===== src/rtl/framebuffer_scanout.sv =====
// ---------------------------------------------------------------------------
// framebuffer_scanout
//
// Pixel-clock scanout stage between the 2-bit Game Boy framebuffer RAM and
// the HDMI encoder. Maps each HDMI pixel coordinate to a framebuffer address
// inside an integer-scaled, centred SRC_W x SRC_H window, issues the RAM read,
// keeps the window flag and LCD-enable aligned with the RAM read latency, and
// converts the returned shade to 24-bit RGB through a 4-entry palette.
//
// Ports:
//   clk          in   1   pixel clock
//   reset_n      in   1   asynchronous active-low reset
//   cx, cy       in  10   HDMI pixel coordinates (cx advances each clock)
//   lcd_enable   in   1   PPU LCD enable, asynchronous to clk
//   fb_read_addr out 16   {src_y[7:0], src_x[7:0]}, held when not reading
//   fb_read_en   out  1   RAM read enable (pixel inside the window)
//   fb_read_data in   2   shade, valid RAM_LATENCY clocks after the read
//   rgb          out 24   pixel to the HDMI encoder
//
// Latency from cx/cy to rgb is RAM_LATENCY + 2 clocks.
// ---------------------------------------------------------------------------
module framebuffer_scanout #(
    parameter int          SCALE       = 3,
    parameter int          SRC_W       = 160,
    parameter int          SRC_H       = 144,
    parameter int          WIN_X0      = 240,
    parameter int          WIN_Y0      = 69,
    parameter int          RAM_LATENCY = 2,
    parameter logic [23:0] PAL0        = 24'hE0F8D0,
    parameter logic [23:0] PAL1        = 24'h88C070,
    parameter logic [23:0] PAL2        = 24'h346856,
    parameter logic [23:0] PAL3        = 24'h081820,
    parameter logic [23:0] BORDER      = 24'h000000
) (
    input  logic        clk,
    input  logic        reset_n,
    input  logic [9:0]  cx,
    input  logic [9:0]  cy,
    input  logic        lcd_enable,
    output logic [15:0] fb_read_addr,
    output logic        fb_read_en,
    input  logic [1:0]  fb_read_data,
    output logic [23:0] rgb
);

    localparam int               SUB_W    = (SCALE > 1) ? $clog2(SCALE) : 1;
    localparam logic [SUB_W-1:0] SUB_LAST = SUB_W'(SCALE - 1);
    localparam logic [SUB_W-1:0] SUB_ONE  = SUB_W'(1);
    localparam logic [10:0]      X_BEG    = 11'(WIN_X0);
    localparam logic [10:0]      X_END    = 11'(WIN_X0 + SRC_W * SCALE);
    localparam logic [10:0]      Y_BEG    = 11'(WIN_Y0);
    localparam logic [10:0]      Y_END    = 11'(WIN_Y0 + SRC_H * SCALE);

    function automatic logic [23:0] f_palette(input logic [1:0] shade);
        case (shade)
            2'd0:    f_palette = PAL0;
            2'd1:    f_palette = PAL1;
            2'd2:    f_palette = PAL2;
            default: f_palette = PAL3;
        endcase
    endfunction

    logic [10:0]      w_cx, w_cy;
    logic             w_x_start, w_y_start, w_line_end;
    logic             w_in_x, w_in_y, w_in_win;
    logic [SUB_W-1:0] w_sub_x, w_sub_y;
    logic [7:0]       w_src_x, w_src_y;

    logic [SUB_W-1:0] r_sub_x, r_sub_y;
    logic [7:0]       r_src_x, r_src_y;
    logic             r_vld_p1;
    logic [15:0]      r_addr_p1;
    logic             r_vld_pipe [RAM_LATENCY];
    logic             r_lcd_sync_p0;
    logic             r_lcd_pipe [RAM_LATENCY];
    logic [23:0]      r_rgb;

    assign w_cx       = {1'b0, cx};
    assign w_cy       = {1'b0, cy};
    assign w_x_start  = (w_cx == X_BEG);
    assign w_y_start  = (w_cy == Y_BEG) && w_x_start;
    assign w_line_end = (w_cx == X_END);
    assign w_in_x     = (w_cx >= X_BEG) && (w_cx < X_END);
    assign w_in_y     = (w_cy >= Y_BEG) && (w_cy < Y_END);
    assign w_in_win   = w_in_x && w_in_y;

    // The counter registers hold the position of the *next* pixel; the window
    // start overrides them so a bad cx/cy history cannot survive a new line.
    assign w_sub_x = w_x_start ? '0 : r_sub_x;
    assign w_src_x = w_x_start ? '0 : r_src_x;
    assign w_sub_y = w_y_start ? '0 : r_sub_y;
    assign w_src_y = w_y_start ? '0 : r_src_y;

    always_ff @(posedge clk or negedge reset_n) begin
        if (!reset_n) begin
            r_sub_x       <= '0;
            r_src_x       <= '0;
            r_sub_y       <= '0;
            r_src_y       <= '0;
            r_vld_p1      <= 1'b0;
            r_addr_p1     <= '0;
            r_lcd_sync_p0 <= 1'b0;
            for (int i = 0; i < RAM_LATENCY; i++) begin
                r_vld_pipe[i] <= 1'b0;
                r_lcd_pipe[i] <= 1'b0;
            end
            r_rgb         <= '0;
        end else begin
            // Stage p0 -> p1: sub-pixel counters and RAM read issue
            if (w_in_x) begin
                if (w_sub_x == SUB_LAST) begin
                    r_sub_x <= '0;
                    r_src_x <= w_src_x + 8'd1;
                end else begin
                    r_sub_x <= w_sub_x + SUB_ONE;
                    r_src_x <= w_src_x;
                end
            end else begin
                r_sub_x <= w_sub_x;
                r_src_x <= w_src_x;
            end

            // Source row advances once per window line, at the right edge.
            if (w_in_y && w_line_end) begin
                if (w_sub_y == SUB_LAST) begin
                    r_sub_y <= '0;
                    r_src_y <= w_src_y + 8'd1;
                end else begin
                    r_sub_y <= w_sub_y + SUB_ONE;
                    r_src_y <= w_src_y;
                end
            end else begin
                r_sub_y <= w_sub_y;
                r_src_y <= w_src_y;
            end

            r_vld_p1 <= w_in_win;
            if (w_in_win) begin
                r_addr_p1 <= {w_src_y, w_src_x};
            end

            // The second synchroniser flop doubles as the first alignment
            // stage, so the LCD flag arrives with the same pixel as the data.
            r_lcd_sync_p0 <= lcd_enable;
            r_lcd_pipe[0] <= r_lcd_sync_p0;
            r_vld_pipe[0] <= r_vld_p1;
            for (int i = 1; i < RAM_LATENCY; i++) begin
                r_vld_pipe[i] <= r_vld_pipe[i-1];
                r_lcd_pipe[i] <= r_lcd_pipe[i-1];
            end

            // Stage p(1+RAM_LATENCY) -> output: colour select
            if (!r_lcd_pipe[RAM_LATENCY-1]) begin
                r_rgb <= PAL0;
            end else if (!r_vld_pipe[RAM_LATENCY-1]) begin
                r_rgb <= BORDER;
            end else begin
                r_rgb <= f_palette(fb_read_data);
            end
        end
    end

    assign fb_read_en   = r_vld_p1;
    assign fb_read_addr = r_addr_p1;
    assign rgb          = r_rgb;

endmodule


===== config.mk =====
export PLATFORM = sky130hd
export DESIGN_NAME = framebuffer_scanout
export DESIGN_NICKNAME = d
export VERILOG_FILES = /design/src/rtl/framebuffer_scanout.sv
export SDC_FILE = /design/constraint.sdc
export NUM_CORES = 1
export LEC_CHECK = 0
export ABC_AREA = 1
export CAP_MARGIN = 10
export CORE_MARGIN = 2
export CORE_UTILIZATION = 49
export DETAILED_ROUTE_END_ITERATION = 12
export PLACE_DENSITY = 0.84
export SLEW_MARGIN = 20
export SYNTH_ARGS = -nofsm -noshare
export SYNTH_HDL_FRONTEND = slang
export SYNTH_SLANG_ARGS = --single-unit

===== constraint.sdc =====
create_clock -name clk -period 1.4 [get_ports clk]
set_input_delay 0.21 -clock clk [delete_from_list [all_inputs] [get_ports clk]]
set_output_delay 0.21 -clock clk [all_outputs]
set_load 0.02 [all_outputs]

==> flow_summary.ini <==
[grt]
track_usage = 0.231
grt_max_degree = 51
antenna_found_initial = 0
grt_first_pass_wirelength_mm = 10.7
grt-ovfl-total = 0
grt_pass1_vias = 2420

[synthesis]
synth_top_family_by_area = simple AND/OR/NAND/NOR gates
ys_ff_latch = 50
avgSynthCellArea_um2 = 8.65
syn_inst = 297
synth_edf_count = 0
async_flop_share = 1.00
synthFlopType = dfrtp_1
netlist_area_um2 = 2570
synthXorXnorAreaFrac = 0.0336
synth_adder_area_share = 0.0389
synth-seq-area-share = 0.487
synthSimpleGateAreaFrac = 0.243
synth-compound-area-share = 0.0774
synth_mux_area_frac = 0
synthDistinctLibCells = 30
yosysWarnings = 0

[timing]
timing.hold.ws_ns = 0.328
min_period_ns = 1.37
fmax_ghz = 0.732
finalClockSkew_ns = 0.00364
slew_violations = 0
fin_ws_ns = 0.0335
fin_crit_sh = 0.976
setup_viol = 0
timing.final.hold_violations = 0

[power_and_ir_drop]
p_per_area_nw_per_um2 = 1100
vdd_drop_max_v = 0.00103
leakagePower_nw = 1.95

[job]
max_cap_viol_count = 0

[clock_network]
numCtsBuffers = 5
clock_path_buffers = 2
cts_root_buf = clkbuf_8
clk_latency_ns = 0.31
cts_tree = built
clk_pin_slew_ns = 0.09
ctsHtreeMaxLevel = 2
cts.sinks = 50

[final_layout]
final_core_util = 0.750
drive_gt1_frac = 0.311
syn_to_final_growth_pct = 48.2
fill_cells = 336
diodes = 0
layout_commonest_cell = nand2_1
design_area_um2 = 3810
final_net_count = 434
layout_common_cells = 58 x nand2_1, 50 x dfrtp_1, 44 x buf_4

[floorplan]
die_w_um = 76.4
initial_utilization = 0.506
die-height_um = 76.4
ios = 66
rows = 26
core_um2 = 5070
die-area_um2 = 5840

[detailed_routing]
drt-vias-per-instance = 4.91
drc = 0
vias = 2316
wl_per_cell_um = 13.5
route.antenna.remaining_nets = 0
drtIter0Drc = 88
first_pass_iters = 4
routed_wl_mm = 6.36

[critical_path]
arrival_ns = 1.57
r2r-end = r_src_x[7]
critPathBufInv = 5
cp_max_fo = 6
reg2reg_from = r_sub_x[0]
startpoint_type = input pin
path_delay_family = buffers and inverters
timing_worst_setup_path_type = input pin to flip-flop
slowest_stage = nor2_4
cp_cell_sequence = clkdlybuf4s15_1, nand2_2, inv_2, nand3_4, nor2_4, nand2_4, buf_6, nand3_4, nor2_4, buf_6, buf_4, xor2_1
critical_path.endpoint_type = flip-flop
r2r_slack_ns = 0.07
reg2reg_depth = 8
critPathMaxStageDelay_ns = 0.20
cp.required_ns = 1.61

[placed_design]
dp_hpwl_mm = 3.94
place.port_buffers = 58
place.gp.congestion = 0.843
place_area_um2 = 3420
place_ws_ns = -0.577

[hold_path]
min_to = r_lcd_sync_p0
holdCritPathClass = input pin to flip-flop
min_from = lcd_enable
holdPathStages = 1

[status]
outcome = completed
[registers in the layout, indices dropped and copies added, names as in the netlist]
name / count
r_src_y: 8
r_sub_x: 2
r_vld_pipe: 2
fb_read_addr: 16
rgb: 8
fb_read_en: 1
r_src_x: 8
r_lcd_sync_p0: 1
r_lcd_pipe: 2
r_sub_y: 2
[layout make-up]
type	instances	area, µm²	share of cell area
clock buffers	5	68.8	0.0181
clock inverters	3	68.8	0.0181
inverters	42	160	0.0421
multi-input cells	191	1210	0.319
flip-flops and latches	50	1250	0.329
well taps	70	87.6	0.0230
repair buffers	111	958	0.252
[synthesized netlist by cell type, types with 2 or more instances]
cell	number	area share
xnor2_1	2	0.0068
nand4_1	5	0.012
o21a_1	14	0.041
nand3_2	5	0.019
nor3_1	3	0.0058
inv_1	41	0.060
nand3_1	14	0.027
nor2_2	8	0.019
ha_1	8	0.039
nand2_1	69	0.10
nor2_4	2	0.0088
nor2_1	26	0.038
buf_2	3	0.0058
xor2_1	6	0.020
o21ai_1	3	0.0058
buf_4	16	0.047
o21ai_0	10	0.019
dfrtp_1	50	0.49
[per-layer routing]
layer	vias up	wire, µm	GRT usage
met3	21	220	0.0498
met5	-	0	0
li1	1108	-	-
met1	1123	2470	0.253
met4	0	181	0.102
met2	64	3490	0.425
[repair_timing]
item                                   CTS  global route
gates cloned                             1             0
endpoints found under the hold margin   50             0
setup buffers                           13             5
setup endpoints to repair               70            28
hold buffers                             1             0
pin swaps                               22            22
gates resized for setup                 93            34
[cells by family (layout without fill, tap and decap cells)]
logic type / after synthesis / count (layout)
and+or+nand+nor: 136 / 136
buffers and inverters: 62 / 161
DFF: 50 / 50
AOI/OAI and AO/OA: 31 / 31
xor gates and xnor gates: 9 / 9
adders and majority gates: 8 / 8
other: 1 / 7
[stage by stage]
stage / power, mW / cells / setup TNS (ns)
after floorplan: 2.40 / 303 / 0
after global placement: 2.95 / 445 / -16.30
after detailed placement: 2.99 / 445 / -17.30
after CTS: 4.15 / 468 / 0
after global routing: 4.43 / 472 / -0.120
final: 4.20 / 472 / 0
[report_power, final]
part / leakage [nW] / internal (mW) / total, mW / switching [mW]
Combinational: 1.28 / 0.541 / 1.21 / 0.666
Clock: 0.0683 / 0.716 / 1.22 / 0.507
Sequential: 0.602 / 1.66 / 1.78 / 0.117
[how the worst max path moves through the flow]
| stage | slack, ns | to | cells after the start | from |
|---|---|---|---|---|
| 2_1_floorplan | 0.002 | r_src_y[6] | 14 | cx[7] |
| 3_3_place_gp | -0.50 | r_src_x[4] | 11 | cx[5] |
| 4_1_cts | 0.01 | r_src_y[1] | 12 | cx[8] |
| 6_report | 0.03 | r_src_y[0] | 12 | cx[6] |
| 3_5_place_dp | -0.58 | r_src_y[6] | 15 | cx[5] |
| 5_1_grt | -0.04 | r_src_y[5] | 13 | cx[6] |
No activity file was read; power rests on OpenSTA's default activity.
